$ cat src/rtl/sys_init_seq.sv
// rtl/sys_init_seq.sv - launches N init sub-blocks (parallel or in order) and watches each for timeout
// Optional feature macro: SYS_INIT_RETRY_EN (re-launch timed-out channels up to MAX_RETRY times).
module sys_init_seq #(
  parameter int unsigned NUM_CH      = 4,
  parameter int unsigned TIMEOUT_W   = 24,
  parameter int unsigned TIMEOUT_CYC = 24'd10_000_000,
  parameter int unsigned SEQ_MODE    = 0,
  parameter int unsigned MAX_RETRY   = 2,
  localparam int unsigned CH_W       = (NUM_CH > 1) ? $clog2(NUM_CH) : 1
`ifdef SYS_INIT_RETRY_EN
  , localparam int unsigned RC_W     = (MAX_RETRY > 0) ? $clog2(MAX_RETRY + 1) : 1
`endif
) (
  input  logic              clk,
  input  logic              reset,
  input  logic              start,
  input  logic [NUM_CH-1:0] ch_en,
  output logic [NUM_CH-1:0] ch_start,
  input  logic [NUM_CH-1:0] ch_done,
  output logic              busy,
  output logic              done,
  output logic              error,
  output logic [NUM_CH-1:0] err_mask,
  output logic [CH_W-1:0]   cur_ch
`ifdef SYS_INIT_RETRY_EN
  , output logic [RC_W-1:0] retry_cnt
`endif
);

  typedef enum logic [2:0] {S_IDLE, S_LAUNCH, S_WAIT, S_DONE, S_FAIL} state_t;

  localparam logic [TIMEOUT_W-1:0] TO_LAST = TIMEOUT_W'(TIMEOUT_CYC - 1);

  state_t               state, state_n;
  logic [NUM_CH-1:0]    en_q, en_n, done_q, done_q_n, err_n, start_n;
  logic [NUM_CH-1:0]    target, done_new, pending;
  logic [CH_W-1:0]      cur_n;
  logic [TIMEOUT_W-1:0] timer, timer_n;
  logic                 done_n, error_n;
`ifdef SYS_INIT_RETRY_EN
  logic [RC_W-1:0]      retry_n;
`endif

  function automatic logic [CH_W-1:0] lowest(input logic [NUM_CH-1:0] m);
    logic [CH_W-1:0] idx;
    idx = '0;
    for (int i = int'(NUM_CH) - 1; i >= 0; i--)
      if (m[i]) idx = CH_W'(i);
    return idx;
  endfunction

  // Channel selection for a phase: every channel in parallel mode, only cur_ch in sequential mode.
  function automatic logic [NUM_CH-1:0] sel(input logic [CH_W-1:0] idx);
    return (SEQ_MODE != 0) ? (NUM_CH'(1) << idx) : '1;
  endfunction

  assign busy = (state != S_IDLE);

  always_comb begin
    state_n  = state;
    en_n     = en_q;
    done_q_n = done_q;
    err_n    = err_mask;
    cur_n    = cur_ch;
    start_n  = '0;
    timer_n  = timer;
    done_n   = done;
    error_n  = error;
`ifdef SYS_INIT_RETRY_EN
    retry_n  = retry_cnt;
`endif
    target   = en_q & sel(cur_ch);
    done_new = done_q | (ch_done & target);
    pending  = target & ~done_new;

    case (state)
      S_IDLE: begin
        if (start) begin
          en_n     = ch_en;
          done_q_n = '0;
          err_n    = '0;
          done_n   = 1'b0;
          error_n  = 1'b0;
          if (SEQ_MODE != 0) cur_n = lowest(ch_en);
          start_n  = ch_en & sel(cur_n);
`ifdef SYS_INIT_RETRY_EN
          retry_n  = '0;
`endif
          state_n  = S_LAUNCH;
        end
      end
      S_LAUNCH: begin
        timer_n = '0;
        state_n = S_WAIT;
      end
      S_WAIT: begin
        done_q_n = done_new;
        if (timer != {TIMEOUT_W{1'b1}}) timer_n = timer + 1'b1;
        // Completion is tested first so it wins over a same-cycle timeout.
        if (pending == '0) begin
          if ((SEQ_MODE != 0) && ((en_q & ~done_new) != '0)) begin
            cur_n   = lowest(en_q & ~done_new);
            start_n = en_q & sel(cur_n);
`ifdef SYS_INIT_RETRY_EN
            retry_n = '0;
`endif
            state_n = S_LAUNCH;
          end else begin
            state_n = S_DONE;
          end
        end else if (timer == TO_LAST) begin
`ifdef SYS_INIT_RETRY_EN
          if (retry_cnt < RC_W'(MAX_RETRY)) begin
            retry_n = retry_cnt + 1'b1;
            start_n = pending;
            state_n = S_LAUNCH;
          end else begin
            err_n   = err_mask | pending;
            state_n = S_FAIL;
          end
`else
          err_n   = err_mask | pending;
          state_n = S_FAIL;
`endif
        end
      end
      S_DONE: begin
        done_n  = 1'b1;
        state_n = S_IDLE;
      end
      S_FAIL: begin
        error_n = 1'b1;
        state_n = S_IDLE;
      end
      default: state_n = S_IDLE;
    endcase
  end

  always_ff @(posedge clk or posedge reset) begin
    if (reset) begin
      state     <= S_IDLE;
      en_q      <= '0;
      done_q    <= '0;
      err_mask  <= '0;
      cur_ch    <= '0;
      ch_start  <= '0;
      timer     <= '0;
      done      <= 1'b0;
      error     <= 1'b0;
`ifdef SYS_INIT_RETRY_EN
      retry_cnt <= '0;
`endif
    end else begin
      state     <= state_n;
      en_q      <= en_n;
      done_q    <= done_q_n;
      err_mask  <= err_n;
      cur_ch    <= cur_n;
      ch_start  <= start_n;
      timer     <= timer_n;
      done      <= done_n;
      error     <= error_n;
`ifdef SYS_INIT_RETRY_EN
      retry_cnt <= retry_n;
`endif
    end
  end

endmodule

$ cat config.mk
export PLATFORM = sky130hd
export DESIGN_NAME = sys_init_seq
export DESIGN_NICKNAME = d
export VERILOG_FILES = /design/src/rtl/sys_init_seq.sv
export SDC_FILE = /design/constraint.sdc
export NUM_CORES = 1
export LEC_CHECK = 0
export CAP_MARGIN = 20
export CORE_MARGIN = 2
export CORE_UTILIZATION = 55
export CTS_CLUSTER_SIZE = 8
export DETAILED_ROUTE_END_ITERATION = 7
export PLACE_DENSITY = 0.75
export SLEW_MARGIN = 40
export SYNTH_ARGS = -nofsm -noshare
export SYNTH_HDL_FRONTEND = slang
export SYNTH_SLANG_ARGS = --single-unit
$ cat constraint.sdc
create_clock -name clk -period 2.3 [get_ports clk]
set_input_delay 0.345 -clock clk [delete_from_list [all_inputs] [get_ports clk]]
set_output_delay 0.345 -clock clk [all_outputs]
set_load 0.02 [all_outputs]
==> reports/metrics.cfg, run 1 <==
[floorplanning]
std_cell_rows = 23
core_sq_um = 4030
die_area_sq_um = 4760
io_pins = 24
die_x_um = 69.0
die_y_um = 69.0
start_util = 0.576

[synth]
ys.flop_type = dfrtp_1
ys_seq_elements = 45
yosysWarnings = 0
syn_inst = 251
yosysUniqueCellTypes = 48
synthArstFlopShare = 1.00
synth.yosys.seq_area_share = 0.485
syn_area_sq_um = 2320
avgSynthCellArea_sq_um = 9.25
synth_edf_count = 0

[detailed_routing]
vias = 2047
ant_nets = 0
wire_per_inst_um = 16.4
drc = 0
first_pass_iters = 4
drt_iter0_drc = 149
totalWireLength_mm = 5.49
vias_per_cell = 6.09

[power_and_ir_drop]
switching_power_uw = 970
p_per_area_nw_per_um2 = 943
seqPwrFrac = 0.391
p_int_uw = 1700
vdd_drop_max_uv = 661
comb_power_share = 0.343
power.share.clock = 0.265
p_leak_uw = 0.00126
p_sw_frac = 0.364

[timing]
finClkSkew_ns = 0.00687
clock.fmax_ghz = 0.467
maxSlewHeadroom = 0.595
worst_pin_slew_ns = 0.603
grt_setup_unrepaired = no
fin_tns_setup_ns = 0
slew_violations = 0
finalHoldViolCount = 0
min_period_over_period = 0.931
timing.final.crit_period_ns = 2.14
finalSetupViolCount = 0
timing.hold.ws_ns = 0.369

[worst_setup_path]
path_buf_inv = 2
cp_top_family = buffers and inverters
crit_fanout = 9
slowest_delay_ns = 0.54
start_kind = flop
cp_cell_sequence = buf_4, or3_1, clkdlybuf4s50_1
setup.worst_path.end_class = output pin
cp.arrival_ns = 1.80
slowest_stage = clkdlybuf4s50_1
cp.required_ns = 1.96
crit_type = reg2out

[placement]
dp_hpwl_mm = 3.87
portBuffers = 21
place_area_sq_um = 2680
place.gp.congestion = 0.834

[layout]
fin_area_sq_um = 2830
final_layout_size_suffix_gt1_frac = 0.136
final_nets = 297
area_growth_pct = 21.7
diodes = 0

[cts]
tritoncts = yes
clkSinkCount = 45
cts_buffers = 5
post_cts_buffers = 0
path_clk_slew_ns = 0.09
h-tree-depth = 2
cts_root_buffer = clkbuf_8
clock_path_buffers = 2
clk_latency_ns = 0.30

[grt]
grt_overflow = 0
grt_usage = 0.268
antenna_found_initial = 0
grt_max_degree = 27
grt_pass1_vias = 2035
grt_pass1_wl_mm = 9.45

[run_status]
outcome = completed

[min_path]
hold_path.class = in2async

[flow_run]
maxCapViolCount = 0

area by class of cell:
cell class	instances	area, sq um
multi-input combinational	185	1110
clock inverter	3	65.1
fill	332	1200
sequential	45	1130
tap	50	62.6
timing repair buffer	38	350
inverter	10	37.5
clock buffer	5	68.8
power by group through the flow:
stage                     sequential (uW)  combinational, uW  clock (uW)
after floorplan                      1020                619           0
after global placement               1050                894           0
after detailed placement             1050                911           0
after CTS                            1040                922         716
after global routing                 1060               1030         748
final                                1040                916         707
final timing paths:
| check | from | to | slack, ns | cells past startpoint |
|---|---|---|---|---|
| min | reset | ch_start[0] | 0.37 | 2 |
| max in group asynchronous | reset | timer[21] | 1.44 | 3 |
| min reg2reg | err_mask[1] | err_mask[1] | 0.49 | 2 |
| max | state[2] | busy | 0.16 | 3 |
| min in group clk | err_mask[1] | err_mask[1] | 0.49 | 2 |
| max reg2reg | timer[0] | err_mask[2] | 0.17 | 6 |
per-stage QoR:
step / total power [uW] / util / std cells / setup slack (ns)
4_1_cts: 2680 / 0.699 / 336 / 0.0989
6_report: 2670 / 0.702 / 336 / 0.159
3_5_place_dp: 1960 / 0.666 / 328 / -0.0389
2_1_floorplan: 1640 / - / 252 / 0.244
3_3_place_gp: 1940 / 0.666 / 328 / 0.112
5_1_grt: 2840 / 0.702 / 336 / 0.0238
timing repair:
action	4_1_cts	5_1_grt
endpoints found under the setup margin	0	5
gates resized for setup	0	4
hold buffers	0	0
synthesized netlist by cell type (4+ instances only):
cell type / n / area share
o21ai_1: 4 / 0.0086
a31oi_1: 5 / 0.013
nor3_1: 7 / 0.015
nor2_1: 20 / 0.032
and3_1: 9 / 0.024
clkbuf_1: 8 / 0.013
o21ai_0: 16 / 0.034
a21oi_1: 10 / 0.022
o41ai_2: 4 / 0.028
nand3_1: 18 / 0.039
nor3b_1: 4 / 0.013
o31ai_1: 4 / 0.013
dfrtp_1: 45 / 0.48
a21o_1: 5 / 0.016
inv_1: 10 / 0.016
nand2_1: 27 / 0.044
nand4_1: 8 / 0.022
nor4_1: 6 / 0.016
registers in the layout, indices dropped and copies added, names as in the netlist:
signal / count
state: 3
error: 1
ch_start: 4
timer: 24
done: 1
err_mask: 4
en_q: 4
done_q: 4
logic make-up (layout without fill, tap and decap cells):
family | Yosys count | in the layout | synth area share
other | 1 | 2 | 0.00161
buffers and inverters | 22 | 56 | 0.0399
adders and majority gates | 1 | 1 | 0.00539
AOI/OAI and AO/OA | 61 | 61 | 0.183
xor gates and xnor gates | 2 | 2 | 0.00754
and+or+nand+nor | 119 | 119 | 0.277
DFF | 45 | 45 | 0.485
per-layer routing:
metal  track usage  share of wire  routed length (um)  vias to the layer above
li1              -              -                   -                      983
met1         0.333           0.43                2370                      997
met2         0.465           0.50                2770                       57
met3        0.0519          0.046                 254                       10
met4        0.0956          0.018                 100                        0
met5             0              0                   0                        -
cells in the final DEF, fill, tap and decap left out, types with 2 or more instances in the layout:
cell	count
a31oi_1	5
conb_1	2
nor3b_1	4
inv_1	9
nand2_1	27
dfrtp_2	2
nor3_1	7
dfrtp_1	43
nand3_1	18
buf_4	16
nand2b_1	3
o31ai_1	4
nand4_1	8
and2_1	3
a22o_1	3
o41ai_2	4
nor2_1	20
nor4_1	6
bufinv_16	2
a21o_1	5
or3_1	3
a21oi_1	9
clkbuf_8	5
o21ai_0	16
clkdlybuf4s50_1	21
and3_1	9
o21ai_1	4
nor4bb_1	2
No activity file was read; power rests on OpenSTA's default activity.
==> run 2, diff against run 1 <==
Settings changed: CORE_UTILIZATION 55 to 51, PLACE_DENSITY 0.75 to 0.73.
Clock period 2.3 ns to 1.8 ns, I/O delays scaled along.
==> run 2 against run 1 <==
Effect of this change: the flow now finishes with violations (setup timing); sequential power is 24% higher; worst setup slack got worse by 0.39 ns; clock power up 13%; count of clock-buffer cells in the layout rose by 2; global-route usage is 0.073 points higher.
==> reports/metrics.cfg, run 2 (synthesis results as in run 1) <==
[grt]
grt_pass1_wl_mm = 10.8  ; +14%
grt_pass1_vias = 2295  ; +13%
antenna_found_initial = 0  ; unchanged
grt_max_degree = 46  ; +70%
grt_overflow = 0  ; unchanged
grt_usage = 0.269  ; +0.000729

[power_and_ir_drop]
power.total_uw = 3870  ; +45%
p_leak_uw = 0.00160  ; +27%
vdd_drop_max_uv = 601  ; -9.1%
p_per_area_nw_per_um2 = 1140  ; +20%

[flow_run]
maxCapViolCount = 0  ; unchanged

[worst_setup_path]
setup.worst_path.end_class = flop
crit_fanout = 5  ; -4
cp.arrival_ns = 2.22  ; +0.42 ns
crit_start = timer[19]
start_kind = flop
crit_type = reg2reg
timing.rr.start = timer[19]
cp.required_ns = 2.00  ; +0.04 ns

[floorplanning]
io_pins = 24  ; unchanged
die_x_um = 71.5  ; +3.6%
core_sq_um = 4380  ; +8.8%
die_y_um = 71.5  ; +3.6%
std_cell_rows = 24  ; +4.3%
start_util = 0.530  ; -0.0467
die_area_sq_um = 5110  ; +7.4%

[layout]
final_nets = 354  ; +19%
top_register = timer
final_layout_size_suffix_gt1_frac = 0.327  ; +0.190
layout_common_cells = buf_4 (62), dfrtp_1 (43), nand2_1 (25), nor2_1 (20), clkdlybuf4s50_1 (20)
final_common_cell = buf_4
area_growth_pct = 46.7
diodes = 0  ; unchanged
largest_reg_flops = 24  ; unchanged

[run_status]
violations = setup timing
outcome = finished with violations

[detailed_routing]
vias_per_cell = 6.07  ; -0.31%
wire_per_inst_um = 17.8  ; +8.6%
vias = 2399  ; +17%
drt_iter0_drc = 175  ; +17%
ant_nets = 0  ; unchanged
drc = 0  ; unchanged
totalWireLength_mm = 7.02  ; +28%
first_pass_iters = 4  ; unchanged

[timing]
finalHoldViolCount = 0  ; unchanged
fin_ws_ns = -0.229  ; -0.387 ns
slew_violations = 0  ; unchanged
timing.final.crit_period_ns = 2.03
worst_pin_slew_ns = 0.562  ; -0.0414 ns
fin_tns_setup_ns = -2.06  ; -2.06 ns
min_period_over_period = 1.13
clock.fmax_ghz = 0.493
finalSetupViolCount = 27  ; +27
timing.hold.ws_ns = 0.325  ; -0.0437 ns
grt_setup_unrepaired = yes
maxSlewHeadroom = 0.622  ; +0.0273
finClkSkew_ns = 0.00915  ; +0.00228 ns

[placement]
place.gp.congestion = 0.857  ; +2.8%
portBuffers = 21  ; unchanged
dp_slack_ns = -0.389  ; -0.350 ns
dp_hpwl_mm = 4.28  ; +11%

[cts]
clkSinkCount = 45  ; unchanged
tritoncts = yes
path_clk_slew_ns = 0.09  ; about the same
clock_path_buffers = 2  ; unchanged
cts_root_buffer = clkbuf_8
cts_buffers = 5  ; unchanged
clk_latency_ns = 0.30  ; about the same
hold_buffers = 0  ; unchanged
h-tree-depth = 2  ; unchanged

[min_path]
hold_path.class = in2async

run 2: path summary, 6_finish.rpt:
kind	to	slack (ns)	depth (start not counted)
hold / removal	ch_start[2]	0.33	3
setup / recovery	err_mask[1]	-0.23	5
setup reg to reg	err_mask[1]	-0.23	5
max in group asynchronous	state[0]	1.25	3
min in group clk	err_mask[3]	0.50	2
hold reg to reg	err_mask[3]	0.50	2
run 2: layout make-up:
| class | instances | area [sq um] |
|---|---|---|
| Sequential cell | 45 | 1130 |
| Inverter | 10 | 37.5 |
| Timing Repair Buffer | 95 | 818 |
| Multi-Input combinational cell | 185 | 1240 |
| Fill cell | 289 | 977 |
| Tap cell | 52 | 65.1 |
| Clock buffer | 7 | 86.3 |
| Clock inverter | 1 | 30.0 |
run 2: layer usage:
| layer | vias to the layer above | routed length (um) | global-route usage |
|---|---|---|---|
| met2 | 105 | 3690 | 0.473 |
| met1 | 1166 | 2730 | 0.338 |
| met3 | 23 | 396 | 0.0520 |
| met5 | - | 0 | 0 |
| li1 | 1105 | - | - |
| met4 | 0 | 199 | 0.0755 |
run 2: what timing repair did:
action | 4_1_cts | 5_1_grt
gates resized for setup | 25 | 27
gates cloned | 2 | 0
pin swaps | 11 | 2
buffers inserted | 7 | 3
endpoints found under the setup margin | 22 | 30
run 2: where the power goes:
part | switching [uW] | leakage (uW) | internal (uW)
Sequential | 126 | 0.000608 | 1160
Clock | 343 | 0.0000585 | 453
Combinational | 988 | 0.000935 | 798
run 2: per-stage QoR:
stage	utilization	instances	area, sq um
6_report	0.777	395	3410
5_1_grt	0.777	395	3410
4_1_cts	0.754	392	3310
3_5_place_dp	0.691	375	3030
3_3_place_gp	0.691	375	3030
2_1_floorplan	-	252	2330
run 2: worst max-delay path: stages (launching register included):
cell,delay (ns)
dfrtp_1,0.40
nand2_2,0.09
or3_4,0.39
or4_4,0.55
or2_4,0.29
o41ai_2,0.21
